### config.mk
export PLATFORM = sky130hd
export DESIGN_NAME = uart_rx_word_assembler
export DESIGN_NICKNAME = d
export VERILOG_FILES = /design/src/rtl/uart_rx_word_assembler.sv
export SDC_FILE = /design/constraint.sdc
export NUM_CORES = 1
export LEC_CHECK = 0
export ABC_AREA = 0
export BUFFER_PORTS_ARGS = -buffer_cell sky130_fd_sc_hd__clkbuf_2
export CAP_MARGIN = 20
export CORE_MARGIN = 1
export CORE_UTILIZATION = 35
export DETAILED_ROUTE_END_ITERATION = 6
export PLACE_DENSITY = 0.49
export SETUP_SLACK_MARGIN = 0.4
export SLEW_MARGIN = 0
export SYNTH_ARGS = -nofsm -noshare
export SYNTH_HDL_FRONTEND = slang
export SYNTH_SLANG_ARGS = --single-unit
### constraint.sdc
create_clock -name clk -period 5.3 [get_ports clk]
set_input_delay 0.53 -clock clk [delete_from_list [all_inputs] [get_ports clk]]
set_output_delay 0.53 -clock clk [all_outputs]
set_load 0.05 [all_outputs]
### src/rtl/uart_rx_word_assembler.sv
// uart_rx_word_assembler
//   Packs bytes from a UART receiver into 32-bit words for a CPU-side register.
//   Bytes are taken through the receiver's level flag / single-cycle clear
//   handshake. Four bytes make a full word. A partial word is flushed after
//   TIMEOUT_CYCLES idle clocks; 0 disables the timeout. The finished word sits
//   in an output holding register with a valid/ack handshake. A sticky overrun
//   flag records bytes that arrive while the assembler is stalled on the
//   output register.
//
// Ports
//   clk            system clock, rising edge
//   rst            asynchronous, active-high reset
//   rx_data_i      received byte
//   rx_flag_i      receiver byte-ready level
//   rx_flag_clr_o  one-cycle clear pulse back to the receiver
//   word_o         assembled word; unused lanes are zero
//   byte_cnt_o     number of valid bytes in word_o (1..4)
//   word_valid_o   word_o / byte_cnt_o / timeout_o are valid
//   word_ack_i     consumer accepts the presented word
//   timeout_o      presented word was flushed by the timeout
//   overrun_o      sticky back-pressure error
//   overrun_clr_i  clears overrun_o
module uart_rx_word_assembler #(
    parameter int TIMEOUT_CYCLES = 57310,
    parameter bit LSB_FIRST      = 1'b1
) (
    input  logic        clk,
    input  logic        rst,
    input  logic [7:0]  rx_data_i,
    input  logic        rx_flag_i,
    output logic        rx_flag_clr_o,
    output logic [31:0] word_o,
    output logic [2:0]  byte_cnt_o,
    output logic        word_valid_o,
    input  logic        word_ack_i,
    output logic        timeout_o,
    output logic        overrun_o,
    input  logic        overrun_clr_i
);

    // The counter only has to reach TIMEOUT_CYCLES-1.
    localparam int               CNT_W      = (TIMEOUT_CYCLES > 1) ? $clog2(TIMEOUT_CYCLES) : 1;
    localparam logic [CNT_W-1:0] CNT_LAST   = CNT_W'(TIMEOUT_CYCLES - 1);
    localparam bit               TIMEOUT_EN = (TIMEOUT_CYCLES != 0);

    typedef enum logic [1:0] {
        ST_WAIT  = 2'd0,
        ST_CLR   = 2'd1,
        ST_STALL = 2'd2
    } state_t;

    state_t           state_q, state_d;
    logic [2:0]       idx_q, idx_d;
    logic [31:0]      asm_q, asm_d;
    logic [CNT_W-1:0] tcnt_q, tcnt_d;
    logic [31:0]      word_q, word_d;
    logic [2:0]       byte_cnt_q, byte_cnt_d;
    logic             timeout_q, timeout_d;
    logic             valid_q, valid_d;
    logic             overrun_q, overrun_d;

    logic             out_free;
    logic             partial;
    logic             xfer;
    logic             xfer_timeout;
    logic [1:0]       lane;

    assign out_free = !valid_q || word_ack_i;
    assign partial  = (idx_q != 3'd0) && (idx_q < 3'd4);
    // MSB-first packing fills from the top lane down, so partial words stay left-aligned.
    assign lane     = LSB_FIRST ? idx_q[1:0] : (2'd3 - idx_q[1:0]);

    always_comb begin
        state_d      = state_q;
        idx_d        = idx_q;
        asm_d        = asm_q;
        tcnt_d       = tcnt_q;
        xfer         = 1'b0;
        xfer_timeout = 1'b0;

        case (state_q)
            ST_WAIT: begin
                // A flag still high here is a new byte: the previous one was
                // cleared at the end of the CLR cycle.
                if (rx_flag_i) begin
                    asm_d[{lane, 3'b000} +: 8] = rx_data_i;
                    idx_d   = idx_q + 3'd1;
                    tcnt_d  = '0;
                    state_d = ST_CLR;
                end else if (TIMEOUT_EN && partial && (tcnt_q == CNT_LAST)) begin
                    // Flush request; when the output is busy the counter stays
                    // saturated so the request repeats every cycle.
                    if (out_free) begin
                        xfer         = 1'b1;
                        xfer_timeout = 1'b1;
                    end
                end else if (partial) begin
                    if (tcnt_q != CNT_LAST) begin
                        tcnt_d = tcnt_q + CNT_W'(1);
                    end
                end
            end
            ST_CLR: begin
                if (idx_q == 3'd4) begin
                    if (out_free) begin
                        xfer    = 1'b1;
                        state_d = ST_WAIT;
                    end else begin
                        state_d = ST_STALL;
                    end
                end else begin
                    state_d = ST_WAIT;
                    if (partial && (tcnt_q != CNT_LAST)) begin
                        tcnt_d = tcnt_q + CNT_W'(1);
                    end
                end
            end
            ST_STALL: begin
                if (out_free) begin
                    xfer    = 1'b1;
                    state_d = ST_WAIT;
                end
            end
            default: begin
                state_d = ST_WAIT;
            end
        endcase

        word_d     = word_q;
        byte_cnt_d = byte_cnt_q;
        timeout_d  = timeout_q;
        valid_d    = valid_q;
        if (xfer) begin
            // Ack and transfer in one cycle simply replace the word: no bubble.
            word_d     = asm_q;
            byte_cnt_d = idx_q;
            timeout_d  = xfer_timeout;
            valid_d    = 1'b1;
            idx_d      = 3'd0;
            asm_d      = 32'd0;
            tcnt_d     = '0;
        end else if (word_ack_i) begin
            valid_d = 1'b0;
        end

        // Set wins over clear.
        overrun_d = overrun_q;
        if ((state_q == ST_STALL) && rx_flag_i) begin
            overrun_d = 1'b1;
        end else if (overrun_clr_i) begin
            overrun_d = 1'b0;
        end
    end

    always_ff @(posedge clk or posedge rst) begin
        if (rst) begin
            state_q    <= ST_WAIT;
            idx_q      <= 3'd0;
            asm_q      <= 32'd0;
            tcnt_q     <= '0;
            word_q     <= 32'd0;
            byte_cnt_q <= 3'd0;
            timeout_q  <= 1'b0;
            valid_q    <= 1'b0;
            overrun_q  <= 1'b0;
        end else begin
            state_q    <= state_d;
            idx_q      <= idx_d;
            asm_q      <= asm_d;
            tcnt_q     <= tcnt_d;
            word_q     <= word_d;
            byte_cnt_q <= byte_cnt_d;
            timeout_q  <= timeout_d;
            valid_q    <= valid_d;
            overrun_q  <= overrun_d;
        end
    end

    // Decoded from the registered state, so the pulse is glitch-free and lasts exactly one cycle.
    assign rx_flag_clr_o = (state_q == ST_CLR);
    assign word_o        = word_q;
    assign byte_cnt_o    = byte_cnt_q;
    assign word_valid_o  = valid_q;
    assign timeout_o     = timeout_q;
    assign overrun_o     = overrun_q;

endmodule

Word level (Yosys, flattened, before mapping)
Index checks and enable logic that the tools add are counted.
{"block": "classes", "addsub": 3, "n_lt_le_gt_ge": 1, "n_eq_ne": 12, "shifts": 2, "muxes": 30, "n_reduce_logical": 16}
{"cell": "2-to-1 mux 16 bit", "n": 7}
{"cell": "2-to-1 mux 32 bit", "n": 3}
{"cell": "bitwise mux 32 bit", "n": 1}
{"cell": "case mux 16 bit (2 select lines)", "n": 1}
{"cell": "variable shift 8 x 7 -> 32 bit (first input constant)", "n": 1}
{"cell": "variable part select 8 x 7 -> 32 bit", "n": 1}
{"cell": "adder 16 x 1 -> 16 bit (second input constant)", "n": 1}
{"cell": "equality test 16 bit (second input constant)", "n": 1}
{"cell": "!= test 16 bit (second input constant)", "n": 1}
{"cell": "!= test 4 bit (second input constant)", "n": 3}
{"cell": "2-to-1 mux 1 bit", "n": 9}
{"cell": "2-to-1 mux 3 bit", "n": 3}
{"cell": "2-to-1 mux 2 bit", "n": 4}
{"cell": "nonzero test 2 bit", "n": 4}
{"cell": "negator 5 -> 7 bit", "n": 1}
{"cell": "case mux 2 bit (3 select lines)", "n": 1}
{"cell": "AND reduction 6 bit", "n": 1}
{"cell": "nonzero test 3 bit", "n": 2}
{"cell": "logical AND 1 bit", "n": 4}
{"cell": "!= test 2 bit (second input constant)", "n": 2}
{"cell": "AND reduction 2 bit", "n": 2}
{"cell": "adder 3 x 1 -> 3 bit (second input constant)", "n": 1}
{"cell": "equality test 3 bit (second input constant)", "n": 1}
{"cell": "less-than comparator 3 bit (second input constant)", "n": 1}
{"cell": "other kinds (8)", "n": 8}
{"block": "totals", "register_bits": 91, "out_inout_bits": 39}

Depth between registers and ports, before layout
Gate-level depths: netlist of run 1.
{"block": "depth", "word_depth": 8, "depth_mapped": 10}

Least setup slack after synthesis of run 1
No wires, ideal clock.
{"block": "synth_path", "path_type": "reg2reg", "startpoint": "reg idx_q[0]", "endpoint": "reg byte_cnt_q[2], in the netlist byte_cnt_o[2]", "arrival_ns": 2.200, "t_required_ns": 5.175, "slack_ns": 2.975, "path_stages_with_launch": 10, "synth_period_minus_slack_ns": 2.325, "path_cell_list": "dfrtp_1 > inv_1 > ha_1 > buf_2 > or3_4 > nor4_4 > a21oi_2 > buf_6 > buf_6 > mux2_4"}
{"block": "synth_via", "elab_chain_len": 6, "elab_cells_between_ends": 9, "cone_classes": "1 x order compare; 1 x eq/ne; 4 x mux; 3 x reduce/logical"}
{"element": "from (decl)", "line_no": "53", "text": "logic [2:0] idx_q, idx_d;"}
{"element": "from (signal assigned)", "line_no": "168", "text": "idx_q <= idx_d;"}
{"element": "less-than comparator 3 bit or nonzero test 3 bit (tied branches)", "line_no": "69", "text": "assign partial = (idx_q != 3'd0) && (idx_q < 3'd4);"}
{"element": "logical AND 1 bit", "line_no": "69"}
{"element": "logical AND 1 bit", "line_no": "90", "text": "end else if (TIMEOUT_EN && partial && (tcnt_q == CNT_LAST)) begin"}
{"element": "2-to-1 mux 1 bit", "line_no": "90"}
{"element": "2-to-1 mux 1 bit", "line_no": "85", "text": "if (rx_flag_i) begin"}
{"element": "case mux 1 bit (3 select lines) *", "line_no": "81", "text": "case (state_q)"}
{"element": "to (signal assigned)", "line_no": "172", "text": "byte_cnt_q <= byte_cnt_d;"}
{"element": "to (decl)", "line_no": "57", "text": "logic [2:0] byte_cnt_q, byte_cnt_d;"}
Mark *: on every way between the ends. The rest lies on a longest branch, timed or not.
A chain may end at the register's enable or synchronous reset.

Worst setup path in the final report of run 1
{"block": "layout_path", "startpoint": "reg idx_q[0]", "endpoint": "reg tcnt_q[0]"}
{"block": "layout_via", "elab_chain_len": 8, "elab_cells_between_ends": 18, "cone_classes": "1 x order compare; 6 x eq/ne; 5 x mux; 6 x reduce/logical"}
{"element": "less-than comparator 3 bit or nonzero test 3 bit (tied branches)", "line_no": "69"}
{"element": "logical AND 1 bit", "line_no": "69"}
{"element": "logical AND 1 bit", "line_no": "90"}
{"element": "2-to-1 mux 1 bit", "line_no": "90"}
{"element": "2-to-1 mux 1 bit", "line_no": "85"}
{"element": "case mux 1 bit (3 select lines)", "line_no": "81"}
{"element": "!= test 4 bit (no source line) (tied with other cells)"}
{"element": "AND reduction 6 bit (no source line)"}
{"element": "to (signal assigned)", "line_no": "170", "text": "tcnt_q <= tcnt_d;"}
{"element": "to (decl)", "line_no": "55", "text": "logic [CNT_W-1:0] tcnt_q, tcnt_d;"}
Parallel ways exist; a longest one is shown, timed or not.

==> reports/metrics.yaml, run 1 <==
status: "finished, violations left"
violations: "design-rule violations"
cts_tree: "built"
drc: 2
peakVddDrop_mv: 0.310
route.met3.wl_um: 338
cp_top_family: "simple AND/OR/NAND/NOR gates"
via_count: 2897
avgRoutedWirePerCell_um: 16.0
crit_path_max_incr_delay_ps: 560
syn_inst: 379
cts_buffers: 9
die_area_um2: 12500
synth_edf_count: 0
port_buffers: 51
fin_crit_sh: 0.520
min_path_type: "input pin to async pin"
hpwlAfterDp_mm: 6.20
cp-start-kind: "flip-flop"
cts_sinks: 91
max_clock_freq_mhz: 363
cp.depth: 6
switchingPower_w: 0.00115
rr_startpoint: "idx_q[0]"
ant_nets: 0
crit_path_max_fanout: 17
antenna_cells: 0
pwr-share-clk: 0.248
grt_setup_unrepaired: "false"
ys.flop_type: "dfrtp_1"
pin_count: 52
worst_slack_ps: 2540
max_slew_margin: 0.357
synth_seq_cells: 91
crit_path_end_kind: "flip-flop"
routed.top_layer: "met4"
ff2ff_path_depth: 6
skew_ps: 10.4
synth.area.mux_share: 0.122
synthSimpleGateAreaFrac: 0.181
grt_usage: 0.158
crit_end: "tcnt_q[0]"
final_common_cell: "dfrtp_1"
synth_nets: 400
clk_latency_ps: 340
pre_cts_slack_ps: 2560
n_fill_cell: 1122
slew_violations: 0
final_core_util: 0.424
ff2ff_setup_slack_ps: 2540
synthArstFlopShare: 1.00
initial_utilization: 0.364
cts_hold_buffers: 0
die_w_um: 112
p_int_w: 0.00165
htreeDepth: 3
finalSetupViolCount: 0
critPathBufInv: 1
path_clk_slew_ps: 70
worstPathCellList: "inv_1, ha_1, or3_4, or2_0, and2_1, mux2_2"
arrival_ps: 2980
drive_above_1_share: 0.270
period_minus_slack_ps: 2760
fp.coreArea_um2: 11600
drt_wl_total_mm: 9.20
drt_iter0_drc: 115
ys_seq_area_frac: 0.538
yosysWarnings: 0
synthAdderAreaFrac: 0.0237
nets: 449
gp_congestion: 0.736
avgSynthCellArea_um2: 11.2
cts.repair.resized: 0
yosysUniqueCellTypes: 47
power.density_nw_per_um2: 569
r2r-end: "tcnt_q[0]"
synth_top_family_by_area: "simple AND/OR/NAND/NOR gates"
final_cell_mix: "dfrtp_1, nand2_1, clkbuf_2, a21oi_1"
met1_length_mm: 4.65
grt_max_degree: 58
power_frac_comb: 0.375
drt_pass1_iterations: 6
cp.required_ps: 5520
cts_root_buf: "clkbuf_16"
seqPwrFrac: 0.377
wl_met2_mm: 4.14
finalPower_w: 0.00280
rows: 39
fp.dieH_um: 112
cap_violations: 0
worstSetupPathType: "flip-flop to flip-flop"
worstSetupStartpoint: "idx_q[0]"
p_leak_nw: 2.37
netlist_area_um2: 4230
synth_xor_area_frac: 0.00414
antenna_found_initial: 0
via_per_inst: 5.03
p_sw_frac: 0.411
area_growth_pct: 16.3
synth-compound-area-share: 0.0944
worst_pin_slew_ps: 963
clk_path_buf_depth: 2
hold_viol_final: 0
grt_pass1_vias: 2907
setup_tns_ps: 0
cts_setup_buffers: 0
critPathSlowestCell: "or2_0"
grt-ovfl-total: 0
grt_pass1_wl_mm: 15.4
-- area by class of cell --
type	instances	area [um2]	share of cell area
Clock buffer	11	243	0.0494
Clock inverter	5	85.1	0.0173
Inverter	9	35.0	0.00712
Multi-Input combinational cell	261	1810	0.367
Sequential cell	91	2280	0.463
Tap cell	143	179	0.0364
Timing Repair Buffer	56	293	0.0595
-- metal layers --
layer | GRT usage | vias to the layer above
met1 | 0.222 | 1415
li1 | - | 1422
met4 | 0.0405 | 0
met3 | 0.0484 | 4
met5 | 0 | -
met2 | 0.238 | 56
-- kinds of logic after synthesis --
kind of cell,count (synthesis)
xor+xnor,2
mux,46
simple gates,142
fa+ha+maj,8
flops,91
compound gates,63
buf+inv,27
-- per-stage QoR --
stage | hold WS (ps) | instance area, um2 | instances
after floorplan | 480 | 4230 | 379
after global routing | 277 | 4920 | 576
final | 228 | 4920 | 576
after detailed placement | 489 | 4590 | 560
after CTS | 252 | 4920 | 576
after global placement | 478 | 4590 | 560
-- registers in the layout (all words and copies together) (netlist names) --
name          count
asm_q            32
word_o           32
tcnt_q           16
byte_cnt_o        3
idx_q             3
state_q           2
overrun_o         1
timeout_o         1
word_valid_o      1
-- synthesized netlist by cell type, types with 3 or more instances --
master	number	area, um2
a21oi_1	36	180
a22oi_1	8	60.1
and2_1	4	25.0
and3_1	3	18.8
buf_2	8	40.0
buf_4	3	22.5
buf_6	4	45.0
dfrtp_1	91	2280
ha_1	8	100
inv_1	9	33.8
mux2_2	30	338
mux2_4	4	60.1
mux2i_1	12	120
nand2_1	51	191
nand2b_1	16	100
nand3_1	30	150
nand4_1	6	37.5
nor2_1	15	56.3
nor3_1	3	15.0
o21ai_0	5	25.0
-- how the worst min path moves through the flow --
stage,startpoint,end
6_report,rst,word_o[28]
3_3_place_gp,byte_cnt_o[1],byte_cnt_o[1]
4_1_cts,rst,word_o[28]
5_1_grt,rst,word_o[28]
3_5_place_dp,byte_cnt_o[1],byte_cnt_o[1]
2_1_floorplan,asm_q[22],word_o[22]
-- power by group through the flow --
stage	logic (W)	clock network [W]	registers, W
3_5_place_dp	0.00106	0	0.00107
5_1_grt	0.00114	0.000750	0.00109
4_1_cts	0.00106	0.000723	0.00106
3_3_place_gp	0.00105	0	0.00107
6_report	0.00105	0.000694	0.00106
2_1_floorplan	0.000494	0	0.00140
No activity file was read; power rests on OpenSTA's default activity.
==> inputs of run 2 (changes only) <==
--- a/config.mk
+++ b/config.mk
@@ -11,7 +11,7 @@
 export CORE_MARGIN = 1
 export CORE_UTILIZATION = 35
 export DETAILED_ROUTE_END_ITERATION = 6
-export PLACE_DENSITY = 0.49
+export PLACE_DENSITY = 0.51
 export SETUP_SLACK_MARGIN = 0.4
 export SLEW_MARGIN = 0
 export SYNTH_ARGS = -nofsm -noshare
==> constraint.sdc (replaced) <==
create_clock -name clk -period 2.5 [get_ports clk]
set_input_delay 0.25 -clock clk [delete_from_list [all_inputs] [get_ports clk]]
set_output_delay 0.25 -clock clk [all_outputs]
set_load 0.05 [all_outputs]
==> run 2 against run 1 <==
Net effect: critical endpoint is now tcnt_q[7]; combinational power rose by 130%; the flow still finishes with violations (design-rule violations); core utilization rose by 1.7 points; sequential cell count did not move; die area did not move; cell area rose by 4.0%; worst setup slack got worse by 2100 ps; clock skew fell by 4.4 ps; routed wire length fell by 1.1%; highest routed layer unchanged; critical path type unchanged.
==> reports/metrics.yaml, run 2 (synthesis results as in run 1) <==
multi_input_area_um2: 1840  # +1.8%
p_leak_nw: 2.45  # +3.5%
cts_root_buf: "clkbuf_16"
skew_ps: 6.01  # -4.39 ps
globalRoute.busiestLayer: "met2"
violations: "design-rule violations"
grt_setup_unrepaired: "true"
nets: 462  # +2.9%
slew_violations: 0  # unchanged
antenna_found_initial: 0  # unchanged
layout.cells.non_filler: 589  # +2.3%
grt_max_degree: 75  # +29%
hold_viol_final: 0  # unchanged
peakVddDrop_mv: 0.575  # +86%
gp_congestion: 0.780  # +6.0%
clk_path_buf_depth: 2  # unchanged
crit_path_max_fanout: 17  # unchanged
register_area_um2: 2280  # about the same
initial_utilization: 0.364  # unchanged
final_core_util: 0.440  # +0.0168
via_count: 3031  # +4.6%
pin_count: 52  # unchanged
fp.coreArea_um2: 11600  # unchanged
max_clock_freq_mhz: 493  # +36%
htreeDepth: 3  # unchanged
grt-ovfl-total: 0  # unchanged
final_cell_mix: "dfrtp_1, nand2_1, clkbuf_2, a21oi_1"
via_per_inst: 5.15  # +2.3%
drive_above_1_share: 0.298  # +0.0280
ant_nets: 0  # unchanged
use_met3: 0.0474  # -0.00109
drt_wl_total_mm: 9.10  # -1.1%
drc: 2  # unchanged
grt_util_met2: 0.236  # -0.00166
setup_tns_ps: 0  # unchanged
die_area_um2: 12500  # unchanged
avgRoutedWirePerCell_um: 15.4  # -3.3%
path_clk_slew_ps: 70  # about the same
min_path_type: "input pin to flip-flop"
cp.required_ps: 2760  # -2760 ps
worst_pin_slew_ps: 482  # -481 ps
fin_crit_sh: 0.811  # +0.291
period_minus_slack_ps: 2030  # -730 ps
status: "finished, violations left"
grt_use_met1: 0.214  # -0.00761
n_fill_cell: 1124  # +0.18%
hpwlAfterDp_mm: 6.02  # -2.8%
arrival_ps: 2290  # -690 ps
whs_ps: 87.8  # -140 ps
final_common_cell: "dfrtp_1"
power.density_nw_per_um2: 1210  # +110%
dp.cells: 565  # +0.89%
cts_sinks: 91  # unchanged
drt_pass1_iterations: 6  # unchanged
grt_usage: 0.156  # -0.00267
rows: 39  # unchanged
antenna_cells: 0  # unchanged
fp.dieH_um: 112  # unchanged
cts_tree: "built"
max_slew_margin: 0.677  # +0.321
crit_path_end_kind: "flip-flop"
cts_buffers: 9  # unchanged
port_buffers: 51  # unchanged
area_growth_pct: 20.9
cp-start-kind: "flip-flop"
die_w_um: 112  # unchanged
cap_violations: 0  # unchanged
worstSetupPathType: "flip-flop to flip-flop"
finalPower_w: 0.00616  # +120%
grt_pass1_wl_mm: 15.1  # -1.8%
drt_iter0_drc: 175  # +52%
finalSetupViolCount: 0  # unchanged
grt_pass1_vias: 2951  # +1.5%
clk_latency_ps: 350  # about the same
-- run 2: path summary, 6_finish.rpt --
path,slack (ps),start,endpoint,cells after the start
worst max register to register,470,idx_q[1],tcnt_q[7],7
max in group asynchronous,1310,rst,idx_q[0],4
worst min-delay path,90,overrun_clr_i,overrun_o,2
worst max-delay path,470,idx_q[1],tcnt_q[7],7
min in group asynchronous,450,rst,state_q[1],3
worst min register to register,500,word_o[5],word_o[5],1
-- run 2: area by class of cell --
class / count / area share
multi-input cells: 261 / 0.360
clock inverters: 7 / 0.0206
repair buffers: 69 / 0.0874
inverters: 9 / 0.00783
flip-flops and latches: 91 / 0.446
well taps: 143 / 0.0350
clock buffers: 9 / 0.0440
-- run 2: timing repair --
action,in CTS,in global routing
setup buffers,4,3
gates resized for setup,1,2
pin swaps,2,3
hold buffers,1,0
endpoints found under the setup margin,31,51
hold endpoints to repair,17,0
-- run 2: per-layer routing --
metal / vias up / wire length, um
met3: 9 / 427
met4: 0 / 82
met2: 70 / 4160
met1: 1499 / 4420
met5: - / 0
li1: 1453 / -
-- run 2: power by group --
| group | internal, W | switching (W) | leakage (nW) |
|---|---|---|---|
| Sequential | 0.00193 | 0.000290 | 1.24 |
| Combinational | 0.000807 | 0.00164 | 1.05 |
| Clock | 0.000893 | 0.000604 | 0.159 |
| Total | 0.00363 | 0.00253 | 2.45 |
-- run 2: critical path, cell delays in order (launching register included) --
cell,delay [ps]
dfrtp_1,360
inv_1,80
ha_4,190
or3_4,350
or2_0,260
buf_6,170
a211oi_1,290
mux2i_1,230
-- run 2: stage by stage --
step | setup slack (ps) | instance area [um2]
finish | 473 | 5110
global route | 371 | 5110
CTS | 448 | 5060
detailed placement | 199 | 4680
global placement | 257 | 4680
floorplan | 355 | 4260
==> inputs of run 3 (changes only) <==
==> constraint.sdc (replaced) <==
create_clock -name clk -period 1.7 [get_ports clk]
set_input_delay 0.17 -clock clk [delete_from_list [all_inputs] [get_ports clk]]
set_output_delay 0.17 -clock clk [all_outputs]
set_load 0.05 [all_outputs]
==> run 3 against run 2 <==
Net effect: sequential share of layout area is 4.9 points lower; the run ends with design-rule violations, negative setup slack left; fmax is 6.7% higher; sequential cell count stayed put; sequential power is 45% higher; largest cell class unchanged; worst hold slack better by 40 ps; combinational power is 77% higher; die area stayed put; critical path depth is 1 higher; critical endpoint is now byte_cnt_o[2].
==> reports/metrics.yaml, run 3 (synthesis results as in run 1) <==
status: "finished, violations left"
violations: "design-rule violations, negative setup slack"
grt_pass1_wl_mm: 16.4  # +8.7%
crit_path_max_fanout: 12  # -5
die_area_um2: 12500  # unchanged
rows: 39  # unchanged
p_leak_nw: 2.73  # +12%
via_per_inst: 4.98  # -3.3%
cts_sinks: 91  # unchanged
finalSetupViolCount: 86  # +86
worstSetupPathType: "flip-flop to flip-flop"
cts_buffers: 9  # unchanged
port_buffers: 51  # unchanged
clk_path_buf_depth: 2  # unchanged
ff2ff_path_depth: 8  # +1
die_w_um: 112  # unchanged
skew_ps: 7.78  # +1.77 ps
htreeDepth: 3  # unchanged
max_slew_margin: 0.676  # -0.00110
grt_max_degree: 92  # +23%
r2r-end: "byte_cnt_o[2]"
rr_startpoint: "idx_q[0]"
hold_viol_final: 0  # unchanged
cp.required_ps: 1940  # -820 ps
drc: 3  # +1
initial_utilization: 0.364  # unchanged
hold_depth: 3  # +1
ant_nets: 0  # unchanged
area_growth_pct: 36.1
avgRoutedWirePerCell_um: 15.8  # +2.1%
period_minus_slack_ps: 1900  # -127 ps
min_path_type: "input pin to flip-flop"
worst_slack_ps: -200  # -673 ps
drt_pass1_iterations: 6  # unchanged
cts_tree: "built"
final_common_cell: "dfrtp_1"
fp.dieH_um: 112  # unchanged
whs_ps: 128  # +40.4 ps
max_clock_freq_mhz: 526  # +6.7%
final_core_util: 0.495  # +0.0552
grt_pass1_vias: 3109  # +5.4%
worst_pin_slew_ps: 486  # +3.69 ps
arrival_ps: 2140  # -150 ps
power.density_nw_per_um2: 1650  # +37%
crit_path_end_kind: "flip-flop"
nets: 511  # +11%
ff2ff_setup_slack_ps: -200  # -670 ps
hpwlAfterDp_mm: 6.72  # +12%
min_delay_worst_endpoint: "state_q[1]"
cp-start-kind: "flip-flop"
drive_above_1_share: 0.451  # +0.152
clk_latency_ps: 350  # about the same
slew_violations: 0  # unchanged
gp_congestion: 0.758  # -2.9%
final_cell_mix: "dfrtp_1, nand2_1, clkbuf_2, buf_4"
via_count: 3175  # +4.8%
grt_setup_unrepaired: "true"
hp-start: "word_ack_i"
pin_count: 52  # unchanged
drt_wl_total_mm: 10.1  # +11%
antenna_cells: 0  # unchanged
drt_iter0_drc: 120  # -31%
peakVddDrop_mv: 0.901  # +57%
fp.coreArea_um2: 11600  # unchanged
grt_usage: 0.171  # +0.0154
finalPower_w: 0.00951  # +54%
fin_crit_sh: 1.12  # +0.307
cts_root_buf: "clkbuf_16"
cap_violations: 0  # unchanged
antenna_found_initial: 0  # unchanged
grt-ovfl-total: 0  # unchanged
path_clk_slew_ps: 60  # about the same
==> run 3: power breakdown <==
part	switching (W)	internal, W	leakage [nW]
Sequential	0.000387	0.00285	1.24
Combinational	0.00267	0.00165	1.35
Clock	0.000864	0.00108	0.136
Total	0.00393	0.00558	2.73
==> run 3: area by class of cell <==
type                            instances  area (um2)
Fill cell                            1048        5860
Sequential cell                        91        2280
Inverter                                9        42.5
Timing Repair Buffer                  118         953
Clock inverter                          4        32.5
Tap cell                              143         179
Multi-Input combinational cell        261        2010
Clock buffer                           12         256
==> run 3: metrics by stage <==
stage / instance area (um2) / std cells / TNS [ps] / worst slack [ps]
after floorplan: 4410 / 379 / -26130 / -445
after global placement: 5200 / 610 / -16220 / -227
after detailed placement: 5200 / 610 / -18150 / -275
after CTS: 5600 / 632 / -12340 / -186
after global routing: 5750 / 638 / -18020 / -270
final: 5750 / 638 / -11610 / -200
==> run 3: worst max-delay path, stage by stage (launching register included) <==
cell and delay (ps):
dfrtp_2 380, inv_4 40, ha_4 150, or3_4 350, nor4_4 130, buf_4 190
a21oi_4 90, buf_12 160, mux2_4 290
==> run 3: routing by layer <==
| metal | track usage | part of all wire |
|---|---|---|
| met5 | 0 | 0 |
| met4 | 0.0784 | 0.019 |
| met3 | 0.0365 | 0.049 |
| met2 | 0.254 | 0.46 |
| met1 | 0.239 | 0.48 |
==> run 3: repair_timing <==
| item | 4_1_cts | 5_1_grt |
|---|---|---|
| cloned | 0 | 4 |
| hold buffers | 2 | 0 |
| setup buffers | 4 | 2 |
| endpoints found under the setup margin | 89 | 91 |
| pin swaps | 7 | 1 |
| gates resized for setup | 15 | 23 |
| endpoints found under the hold margin | 92 | 0 |
==> run 3: worst max path at each step <==
stage / from / endpoint / slack, ps / cells after the start
finish: idx_q[0] / byte_cnt_o[2] / -200 / 8
global route: idx_q[0] / byte_cnt_o[2] / -270 / 8
CTS: idx_q[0] / byte_cnt_o[2] / -190 / 8
detailed placement: idx_q[0] / tcnt_q[7] / -270 / 7
global placement: idx_q[1] / word_o[0] / -230 / 7
floorplan: idx_q[0] / byte_cnt_o[2] / -450 / 9
